### src/rtl/pipe_ctrl_gen.sv
// pipe_ctrl_gen: control-word generator for a short in-order pipeline.
//
// Decodes the instruction held in the decode stage into control bits, then
// carries those bits down an E / memory (MEM_STAGES deep) / W register chain.
// A 4-bit busy counter tracks multiply/divide occupancy. While that counter is
// nonzero, a HI/LO-related instruction is held in decode.
//
// Parameters:
//   MEM_STAGES  number of memory pipeline stages (1..4)
//   MULDIV_LAT  multiply/divide occupancy in cycles (1..15)
//
// Ports:
//   clk, rst            clock, synchronous active-high reset
//   opcode, funct       decode-stage instruction fields
//   zero                comparator result for the decode-stage branch
//   stall, flush        hazard-manager bubble / squash requests
//   jbeq, j, jal, jr    decode-stage control (combinational, gated by flush)
//   ri, shift, srl      E-stage control
//   alu_op              E-stage ALU operation
//   write_mem           store enable from the last memory stage
//   write_reg, lw       W-stage control
//   wr_reg_e, lw_e      E-stage hazard visibility
//   wr_reg_m, lw_m      memory-stage hazard visibility, bit k-1 = stage k
//   hilo_busy           multiply/divide unit occupied
//   muldiv_stall        internally generated stall for HI/LO instructions
module pipe_ctrl_gen #(
  parameter int MEM_STAGES = 1,
  parameter int MULDIV_LAT = 4
) (
  input  logic                  clk,
  input  logic                  rst,
  input  logic [5:0]            opcode,
  input  logic [5:0]            funct,
  input  logic                  zero,
  input  logic                  stall,
  input  logic                  flush,
  output logic                  jbeq,
  output logic                  j,
  output logic                  jal,
  output logic                  jr,
  output logic                  ri,
  output logic                  shift,
  output logic                  srl,
  output logic [2:0]            alu_op,
  output logic                  write_mem,
  output logic                  write_reg,
  output logic                  lw,
  output logic                  wr_reg_e,
  output logic                  lw_e,
  output logic [MEM_STAGES-1:0] wr_reg_m,
  output logic [MEM_STAGES-1:0] lw_m,
  output logic                  hilo_busy,
  output logic                  muldiv_stall
);

  localparam logic [5:0] OP_RTYPE = 6'b000000;
  localparam logic [5:0] OP_BEQ   = 6'b000100;
  localparam logic [5:0] OP_BNE   = 6'b000101;
  localparam logic [5:0] OP_J     = 6'b000010;
  localparam logic [5:0] OP_JAL   = 6'b000011;
  localparam logic [5:0] OP_LW    = 6'b100011;
  localparam logic [5:0] OP_SW    = 6'b101011;
  localparam logic [5:0] OP_ANDI  = 6'b001100;
  localparam logic [5:0] OP_ORI   = 6'b001101;
  localparam logic [5:0] OP_XORI  = 6'b001110;
  localparam logic [5:0] OP_SLTI  = 6'b001010;

  localparam logic [5:0] FN_SLL   = 6'b000000;
  localparam logic [5:0] FN_SRL   = 6'b000010;
  localparam logic [5:0] FN_JR    = 6'b001000;
  localparam logic [5:0] FN_MFHI  = 6'b010000;
  localparam logic [5:0] FN_MFLO  = 6'b010010;
  localparam logic [5:0] FN_MULT  = 6'b011000;
  localparam logic [5:0] FN_DIV   = 6'b011010;
  localparam logic [5:0] FN_SUB   = 6'b100010;
  localparam logic [5:0] FN_AND   = 6'b100100;
  localparam logic [5:0] FN_OR    = 6'b100101;
  localparam logic [5:0] FN_XOR   = 6'b100110;
  localparam logic [5:0] FN_NOR   = 6'b100111;
  localparam logic [5:0] FN_SLT   = 6'b101010;

  // Decode-stage classification
  logic       is_r, is_beq, is_bne, is_j, is_jal, is_jr, is_lw, is_sw;
  logic       is_mult, is_div, is_mfhi, is_mflo, is_sll, is_srl;
  logic       d_ri, d_shift, d_srl, d_wm, d_wr, d_lw, d_md, d_hilo;
  logic [2:0] d_alu;

  always_comb begin
    is_r    = (opcode == OP_RTYPE);
    is_beq  = (opcode == OP_BEQ);
    is_bne  = (opcode == OP_BNE);
    is_j    = (opcode == OP_J);
    is_jal  = (opcode == OP_JAL);
    is_lw   = (opcode == OP_LW);
    is_sw   = (opcode == OP_SW);
    is_jr   = is_r && (funct == FN_JR);
    is_mult = is_r && (funct == FN_MULT);
    is_div  = is_r && (funct == FN_DIV);
    is_mfhi = is_r && (funct == FN_MFHI);
    is_mflo = is_r && (funct == FN_MFLO);
    is_sll  = is_r && (funct == FN_SLL);
    is_srl  = is_r && (funct == FN_SRL);

    d_ri    = !(is_r || is_beq || is_bne);
    d_shift = is_sll || is_srl;
    d_srl   = is_srl;
    d_wm    = is_sw;
    d_lw    = is_lw;
    d_wr    = !(is_beq || is_bne || is_sw || is_j || is_jal || is_jr ||
                is_mult || is_div);
    d_md    = is_mult || is_div;
    d_hilo  = is_mult || is_div || is_mfhi || is_mflo;

    d_alu = 3'd0;
    if (is_r) begin
      case (funct)
        FN_SUB:  d_alu = 3'd1;
        FN_AND:  d_alu = 3'd2;
        FN_OR:   d_alu = 3'd3;
        FN_XOR:  d_alu = 3'd4;
        FN_SLT:  d_alu = 3'd5;
        FN_NOR:  d_alu = 3'd6;
        default: d_alu = 3'd0;
      endcase
    end else begin
      case (opcode)
        OP_BEQ, OP_BNE: d_alu = 3'd1;
        OP_ANDI:        d_alu = 3'd2;
        OP_ORI:         d_alu = 3'd3;
        OP_XORI:        d_alu = 3'd4;
        OP_SLTI:        d_alu = 3'd5;
        default:        d_alu = 3'd0;
      endcase
    end
  end

  assign jbeq = !flush && ((is_beq && zero) || (is_bne && !zero));
  assign j    = !flush && is_j;
  assign jal  = !flush && is_jal;
  assign jr   = !flush && is_jr;

  // Pipeline registers
  logic                  e_ri, e_shift, e_srl, e_wm, e_wr, e_lw;
  logic [2:0]            e_alu;
  logic [MEM_STAGES-1:0] m_wm, m_wr, m_lw;
  logic                  w_wr, w_lw;
  logic [3:0]            busy_cnt;
  logic                  bubble;

  // Each chain is {memory stages, E}; top bit is the last memory stage.
  // Shifting by slicing keeps MEM_STAGES=1 legal without a generate split.
  logic [MEM_STAGES:0] wm_chain, wr_chain, lw_chain;
  assign wm_chain = {m_wm, e_wm};
  assign wr_chain = {m_wr, e_wr};
  assign lw_chain = {m_lw, e_lw};

  assign hilo_busy    = (busy_cnt != 4'd0);
  // Independent of stall so no loop forms through the hazard manager.
  assign muldiv_stall = hilo_busy && !flush && d_hilo;
  assign bubble       = stall || flush || muldiv_stall;

  always_ff @(posedge clk) begin
    if (rst) begin
      e_ri     <= 1'b0;
      e_shift  <= 1'b0;
      e_srl    <= 1'b0;
      e_alu    <= '0;
      e_wm     <= 1'b0;
      e_wr     <= 1'b0;
      e_lw     <= 1'b0;
      m_wm     <= '0;
      m_wr     <= '0;
      m_lw     <= '0;
      w_wr     <= 1'b0;
      w_lw     <= 1'b0;
      busy_cnt <= '0;
    end else begin
      if (bubble) begin
        e_ri    <= 1'b0;
        e_shift <= 1'b0;
        e_srl   <= 1'b0;
        e_alu   <= '0;
        e_wm    <= 1'b0;
        e_wr    <= 1'b0;
        e_lw    <= 1'b0;
      end else begin
        e_ri    <= d_ri;
        e_shift <= d_shift;
        e_srl   <= d_srl;
        e_alu   <= d_alu;
        e_wm    <= d_wm;
        e_wr    <= d_wr;
        e_lw    <= d_lw;
      end

      m_wm <= wm_chain[MEM_STAGES-1:0];
      m_wr <= wr_chain[MEM_STAGES-1:0];
      m_lw <= lw_chain[MEM_STAGES-1:0];
      w_wr <= wr_chain[MEM_STAGES];
      w_lw <= lw_chain[MEM_STAGES];

      if (!bubble && d_md)
        busy_cnt <= 4'(MULDIV_LAT);
      else if (busy_cnt != 4'd0)
        busy_cnt <= busy_cnt - 4'd1;
    end
  end

  assign ri        = e_ri;
  assign shift     = e_shift;
  assign srl       = e_srl;
  assign alu_op    = e_alu;
  assign wr_reg_e  = e_wr;
  assign lw_e      = e_lw;
  assign wr_reg_m  = m_wr;
  assign lw_m      = m_lw;
  assign write_mem = wm_chain[MEM_STAGES];
  assign write_reg = w_wr;
  assign lw        = w_lw;

endmodule

### config.mk
export PLATFORM = sky130hd
export DESIGN_NAME = pipe_ctrl_gen
export DESIGN_NICKNAME = d
export VERILOG_FILES = /design/src/rtl/pipe_ctrl_gen.sv
export SDC_FILE = /design/constraint.sdc
export NUM_CORES = 1
export LEC_CHECK = 0
export ABC_AREA = 1
export CORE_MARGIN = 2
export CORE_UTILIZATION = 43
export CTS_CLUSTER_DIAMETER = 60
export DETAILED_ROUTE_END_ITERATION = 12
export GPL_TIMING_DRIVEN = 0
export MAX_ROUTING_LAYER = met4
export PLACE_DENSITY = 0.9
export RECOVER_POWER = 100
export SYNTH_ARGS = -nofsm -noshare
export SYNTH_HDL_FRONTEND = slang
export SYNTH_SLANG_ARGS = --single-unit
### constraint.sdc
create_clock -name clk -period 1.65 [get_ports clk]
set_input_delay 0.2475 -clock clk [delete_from_list [all_inputs] [get_ports clk]]
set_output_delay 0.2475 -clock clk [all_outputs]
set_load 0.02 [all_outputs]
==> summary.md <==
| Metric | Value |
|---|---|
| Status | `finished clean` |
| Final setup viols | `0` |
| Fin nets | `198` |
| Async S/R FF share, synth | `0%` |
| Setup Skew | `0.00447 ns` |
| N_diodes | `0` |
| Sequential share of the synthesized area | `38.2%` |
| Setup CP Type | `reg -> out` |
| Fin. max-slew vios | `0` |
| Synth cell count leaders | `29 x inv_1, 24 x nor2_1, 18 x dfxtp_1, 18 x nand2_1, 8 x nand3_1` |
| Syn nets | `151` |
| Floorplan core area | `2020 um2` |
| HPWL after DPL | `1710 um` |
| Number of flip-flops under the largest register name | `4` |
| CP Max Fanout | `5` |
| Via/cell ratio | `4.77` |
| Initial Utilization | `46.6%` |
| Hold Startpoint | `e_wm` |
| Clk pin slew, worst setup/hold paths | `0.10 ns` |
| Final instance area | `1430 um2` |
| Max stage delay on crit path | `0.36 ns` |
| Fin util | `70.6%` |
| Die span in x | `50.8 um` |
| Final-report hold violation count | `0` |
| Pin count of the biggest net entering global routing | `11` |
| Worst R2R Start | `busy_cnt[1]` |
| Global-route wire length before repair | `3790 um` |
| Worst Hold Slack | `0.408 ns` |
| Number of synthesized register bits | `18` |
| Crit path time final | `1.60 ns` |
| Synthesized instance count | `133` |
| Post-Route WL | `2270 um` |
| Post-detailed-route count of antenna-violating nets | `0` |
| Crit path DAT | `1.35 ns` |
| Top cell type by total area after synthesis | `dfxtp_1` |
| TritonCTS Sinks | `18` |
| CP max-delay cell | `dfxtp_2` |
| Layout cell share with drive strength beyond 1 | `20.7%` |
| Synthesized area | `942 um2` |
| Congestion Overflow GR | `0` |
| WP buf/inv | `4` |
| Crit-path cells | `inv_2 > ha_4 > nand3_4 > inv_4 > nor2_4 > nand2_2 > inv_2 > buf_6` |
| CTS tree | `built` |
| CTS Hold Buffers Added | `0` |
| Clock Path Buffers | `2` |
| Total CTS buffers | `3` |
| Pre-antenna DRT Iters | `4` |
| Slew headroom | `75.3%` |
| Top reg by flops | `busy_cnt` |
| Synth cell types | `21` |
| Critical path origin | `busy_cnt[1]` |
| Crit-path most repeated cell | `inv_2` |
| Vias in the first global route | `961` |
| Synth Flop Type | `dfxtp_1` |
| Critical Path Source Type | `flop` |
| CTS Root Cell | `clkbuf_4` |
| P per Cell Area | `914 nW/um2` |
| Routed vias | `983` |
| GP Congestion | `0.875` |
| I/O Pins | `36` |
| Synthesis-to-layout area growth | `51.5%` |
| DRC viols | `0` |
| Period utilization | `96.9%` |
| CP Capture Type | `output pin` |
| Wirelength per Cell | `11.0 um` |
| Syn_area_per_cell | `7.08 um2` |
| Most frequent cell after synthesis | `inv_1` |
| Min-Delay Path Class | `reg -> reg` |
| Iteration-0 DRC count of the detailed router | `9` |
| Initial antenna violation count | `0` |
| P_leak | `0.643 nW` |
| Number of flops mapped to enable cells by yosys | `0` |
| Share of Yosys cell area claimed by the top area cell type | `38.2%` |
| Placement Cell Area | `1330 um2` |
| CP delay by family, top | `flip-flops` |
| Core Rows | `16` |
| Count of input and output buffers | `35` |
| Largest cells by area after synthesis | `dfxtp_1 38%, inv_1 12%, nor2_1 9.6%, nand2_1 7.2%, nand3_1 4.2%` |
| Synthesis warning total | `0` |
| Max-cap viol count | `0` |
| Total track usage | `19.8%` |
| H-tree depth | `1` |
| Worst-Skew Late Latency | `0.29 ns` |
| Die H | `50.8 um` |
| Least-Margin Pin Slew | `0.369 ns` |
| Die area | `2580 um2` |
| Crit path required time | `1.40 ns` |
| Peak supply drop | `811 uV` |
| Fmax achieved | `0.626 GHz` |
-- cell type report --
| cell class | count | area [um2] |
|---|---|---|
| Fill cell | 163 | 594 |
| Multi-Input combinational cell | 86 | 502 |
| Timing Repair Buffer | 42 | 382 |
| Sequential cell | 18 | 363 |
| Inverter | 29 | 111 |
| Clock buffer | 4 | 36.3 |
| Tap cell | 27 | 33.8 |
-- cells in the final DEF, fill, tap and decap left out, types with 2 or more instances in the layout --
| cell | netlist | final |
|---|---|---|
| inv_2 | 0 | 3 |
| clkdlybuf4s50_1 | 0 | 19 |
| o21ai_0 | 4 | 4 |
| dlygate4sd2_1 | 0 | 10 |
| nand2_1 | 18 | 18 |
| xor2_1 | 2 | 2 |
| nand3_4 | 2 | 2 |
| a21oi_1 | 2 | 2 |
| nor2_1 | 24 | 23 |
| nor2_2 | 5 | 2 |
| clkbuf_2 | 0 | 2 |
| inv_1 | 29 | 25 |
| nand3_1 | 8 | 8 |
| nor3_2 | 2 | 2 |
| dfxtp_2 | 0 | 2 |
| buf_4 | 0 | 8 |
| nor2_4 | 2 | 6 |
| clkbuf_4 | 0 | 3 |
| nand4_1 | 3 | 4 |
| nor3_1 | 7 | 7 |
| dfxtp_1 | 18 | 16 |
-- kinds of logic after synthesis --
group / synth area share (%)
AND/OR/NAND/NOR: 41.3
buffers and inverters: 11.6
flip-flops: 38.2
AO/OA/AOI/OAI: 4.78
XOR/XNOR: 2.79
adder cells (fa/ha/maj): 1.33
-- layer usage --
layer	global-route usage (%)	part of all wire [%]	vias up
li1	-	-	508
met1	21.2	39	433
met2	36.0	54	36
met3	1.75	4.7	6
met4	11.3	2.5	0
met5	-	0	-
-- worst paths after layout --
| path | slack, ns | to | cells after the start |
|---|---|---|---|
| setup reg to reg | 0.13 | alu_op[1] | 9 |
| hold / removal | 0.41 | write_mem | 2 |
| setup / recovery | 0.05 | muldiv_stall | 8 |
| hold reg to reg | 0.41 | write_mem | 2 |
-- worst min-delay path: cells and delay by family (launching register included) --
family / cells / cell delay (ns)
buffers and inverters: 1 / 0.04
AND/OR/NAND/NOR: 1 / 0.03
flip-flops: 1 / 0.31
-- timing repair --
item	4_1_cts	5_1_grt
gates cloned	0	0
buffers inserted	3	4
pin swaps	4	1
resized for setup	32	14
endpoints found under the setup margin	6	6
-- per-stage QoR --
stage	power (W)	std cells	setup WS (ns)	TNS, ns
detailed placement	0.000919	195	-0.616	-2.38
CTS	0.00121	202	-0.0399	-0.0399
global placement	0.000892	195	-0.586	-2.30
global route	0.00139	206	-0.0159	-0.0159
finish	0.00130	206	0.0516	0
floorplan	0.000774	133	0.243	0
-- report_power, final --
part | internal [W] | switching [W] | total [W]
registers | 0.000474 | 0.0000196 | 0.000493
logic | 0.000244 | 0.000299 | 0.000543
clock network | 0.000135 | 0.000134 | 0.000268
(Power assumes the default switching activity.)
==> edit: new RTL, same settings <==
Set the parameter `MEM_STAGES` to 2 (it was 1). Comments in the files are not updated.
--- a/src/rtl/pipe_ctrl_gen.sv
+++ b/src/rtl/pipe_ctrl_gen.sv
@@ -25,5 +25,5 @@
 //   muldiv_stall        internally generated stall for HI/LO instructions
 module pipe_ctrl_gen #(
-  parameter int MEM_STAGES = 1,
+  parameter int MEM_STAGES = 2,
   parameter int MULDIV_LAT = 4
 ) (
Interface: changed (resized lw_m and wr_reg_m); port bits go from 36 to 38. No check against the original RTL was run, so the function may have changed too.
==> edit against the original RTL <==
Non-clock buffer count is 3 higher; power is 0.63% higher; clock power is 7.8% lower; cell area is 5.6% higher; synthesized area is 8.0% higher; clock skew hardly changed; worst setup slack better by 0.0067 ns; sequential cell count is 3 higher; routed wire length is 14% higher; critical endpoint is now hilo_busy; largest cell class unchanged; highest routed layer unchanged.
==> edit: results (changes against the original RTL) <==
Root Buffer clkbuf_4 (unchanged); per-cell routed wire length 11.9 um (was 11.0 um); Fillers 193 (was 163); Reg with most FFs busy_cnt (unchanged); Reg2Reg Launch Point busy_cnt[1]$_SDFFE_PP0P_ (unchanged); H-Tree Depth 1 (unchanged); reg2reg path depth 9 (unchanged); Final #Nets 209 (was 198); HP Start funct[2] (was e_wm$_SDFF_PP0_); vias in the first global route 1008 (was 961); YS warnings 0 (unchanged); leakage 0.000725 uW (was 0.000643 uW); Worst-Margin Slew 0.412 ns (was 0.369 ns); max FFs per register 4 (unchanged); ys flop type dfxtp_1 (unchanged); flop2flop setup slack 0.12 ns; Cells after Synth 142 (was 133); DRT Wirelength 2590 um (was 2270 um); worst min-delay path endpoint srl$_SDFF_PP0_ (was write_mem$_SDFF_PP0_); commonest cells in the netlist nor2_1, inv_1, dfxtp_1 (was inv_1, nor2_1, dfxtp_1, nand2_1, nand3_1); GP Congestion 0.846 (was 0.875); largest net degree at the start of global routing 13 (was 11); Clk pin slew, worst setup/hold paths 0.12 ns (was 0.10 ns); Max Buffers Root-to-Sink 2 (unchanged); Yosys cell types 24 (was 21); Hold WS 0.303 ns (was 0.408 ns); hpwl dp 1870 um (was 1710 um); port bufs 36 (was 35); Ant. Diodes 0 (unchanged); Synthesized Nets 160 (was 151); DP Area 1410 um2 (was 1330 um2); Inserted Clock Buffers 3 (unchanged); clk_skew 0.00461 ns (was 0.00447 ns); crit-path max FO 4 (was 5); fin util 0.675 (was 0.706); CP arrival 1.34 ns; status completed (unchanged); Hold Path Class input pin to flip-flop (was flip-flop to flip-flop); layout cells sized above 1 0.205 (was 0.207); ranking of synthesized cells by area dfxtp_1, nor2_1, inv_1 (was dfxtp_1, inv_1, nor2_1); clk_lat worst skew 0.30 ns; Max stage delay on crit path 0.36 ns (about the same); Peak VDD IR 0.510 mV (was 0.811 mV); first-pass GRT wire length 4160 um (was 3790 um); Pre-antenna DRT Iters 4 (unchanged); reg-to-reg endpoint alu_op[0]$_SDFF_PP0_ (was alu_op[1]$_SDFF_PP0_); Critical Path Slowest Stage Cell dfxtp_2 (unchanged); Vias 1062 (was 983); DR iter-0 viols 33 (was 9); worst slack, placed -0.635 ns (was -0.616 ns); Hold Path Cell Cnt 4 (was 2); Seq/Total Area, Yosys 0.413 (was 0.382); ys async rst share 0 (unchanged); Top Family by Delay on Critical Path buffers and inverters (was flip-flops); fmax 628 MHz (was 626 MHz); Total GRT Usage 0.215 (was 0.198)
## edit: cell count changes in the layout (fill, tap and decap cells not counted), sizes merged, moves of 3 or more
cell,before,now
dlygate4sd3,1,13
dfxtp,18,21
clkdlybuf4s50,19,9
dlygate4sd2,10,6
nand2,19,16
nor2,31,35
## edit: kinds of logic (layout without fill, tap and decap cells)
family                   after synthesis  after routing  synth area share
adder cells (fa/ha/maj)                1              1            0.0123
AO/OA/AOI/OAI                          8              8            0.0406
flip-flops                            21             21             0.413
AND/OR/NAND/NOR                       77             77             0.389
XOR/XNOR                               3              3            0.0258
buffers and inverters                 32             80             0.119
## edit: where the power goes
group,internal [uW],switching [uW],leakage (uW),total [uW]
registers,547,24.8,0.000171,571
clock network,90.4,156,0.0000177,247
logic,219,276,0.000537,495
total,856,457,0.000725,1310
## edit: how the worst max path moves through the flow
stage	start	endpoint
2_1_floorplan	busy_cnt[0]$_SDFFE_PP0P_	muldiv_stall
5_1_grt	opcode[5]	jr
6_report	busy_cnt[1]$_SDFFE_PP0P_	hilo_busy
4_1_cts	funct[0]	jr
3_3_place_gp	opcode[1]	jr
3_5_place_dp	opcode[1]	jr
## edit: timing repair
action | in CTS | in global routing
pin swaps | 8 | 4
resized for setup | 42 | 9
endpoints found under the setup margin | 6 | 3
buffers inserted | 7 | 1
## edit: layout make-up
type | count | area share
clock inverter | 1 | 0.00332
sequential | 21 | 0.280
inverter | 31 | 0.0805
timing repair buffer | 44 | 0.262
tap | 28 | 0.0232
clock buffer | 3 | 0.0149
multi-input combinational | 89 | 0.333
buffer | 1 | 0.00249
## edit: routing by layer
metal	GRT usage	share of wire	wire [um]	vias up
li1	-	-	-	541
met2	0.413	0.54	1410	43
met5	-	0	0	-
met1	0.210	0.39	1020	474
met3	0.0257	0.050	129	4
met4	0.103	0.015	38	0
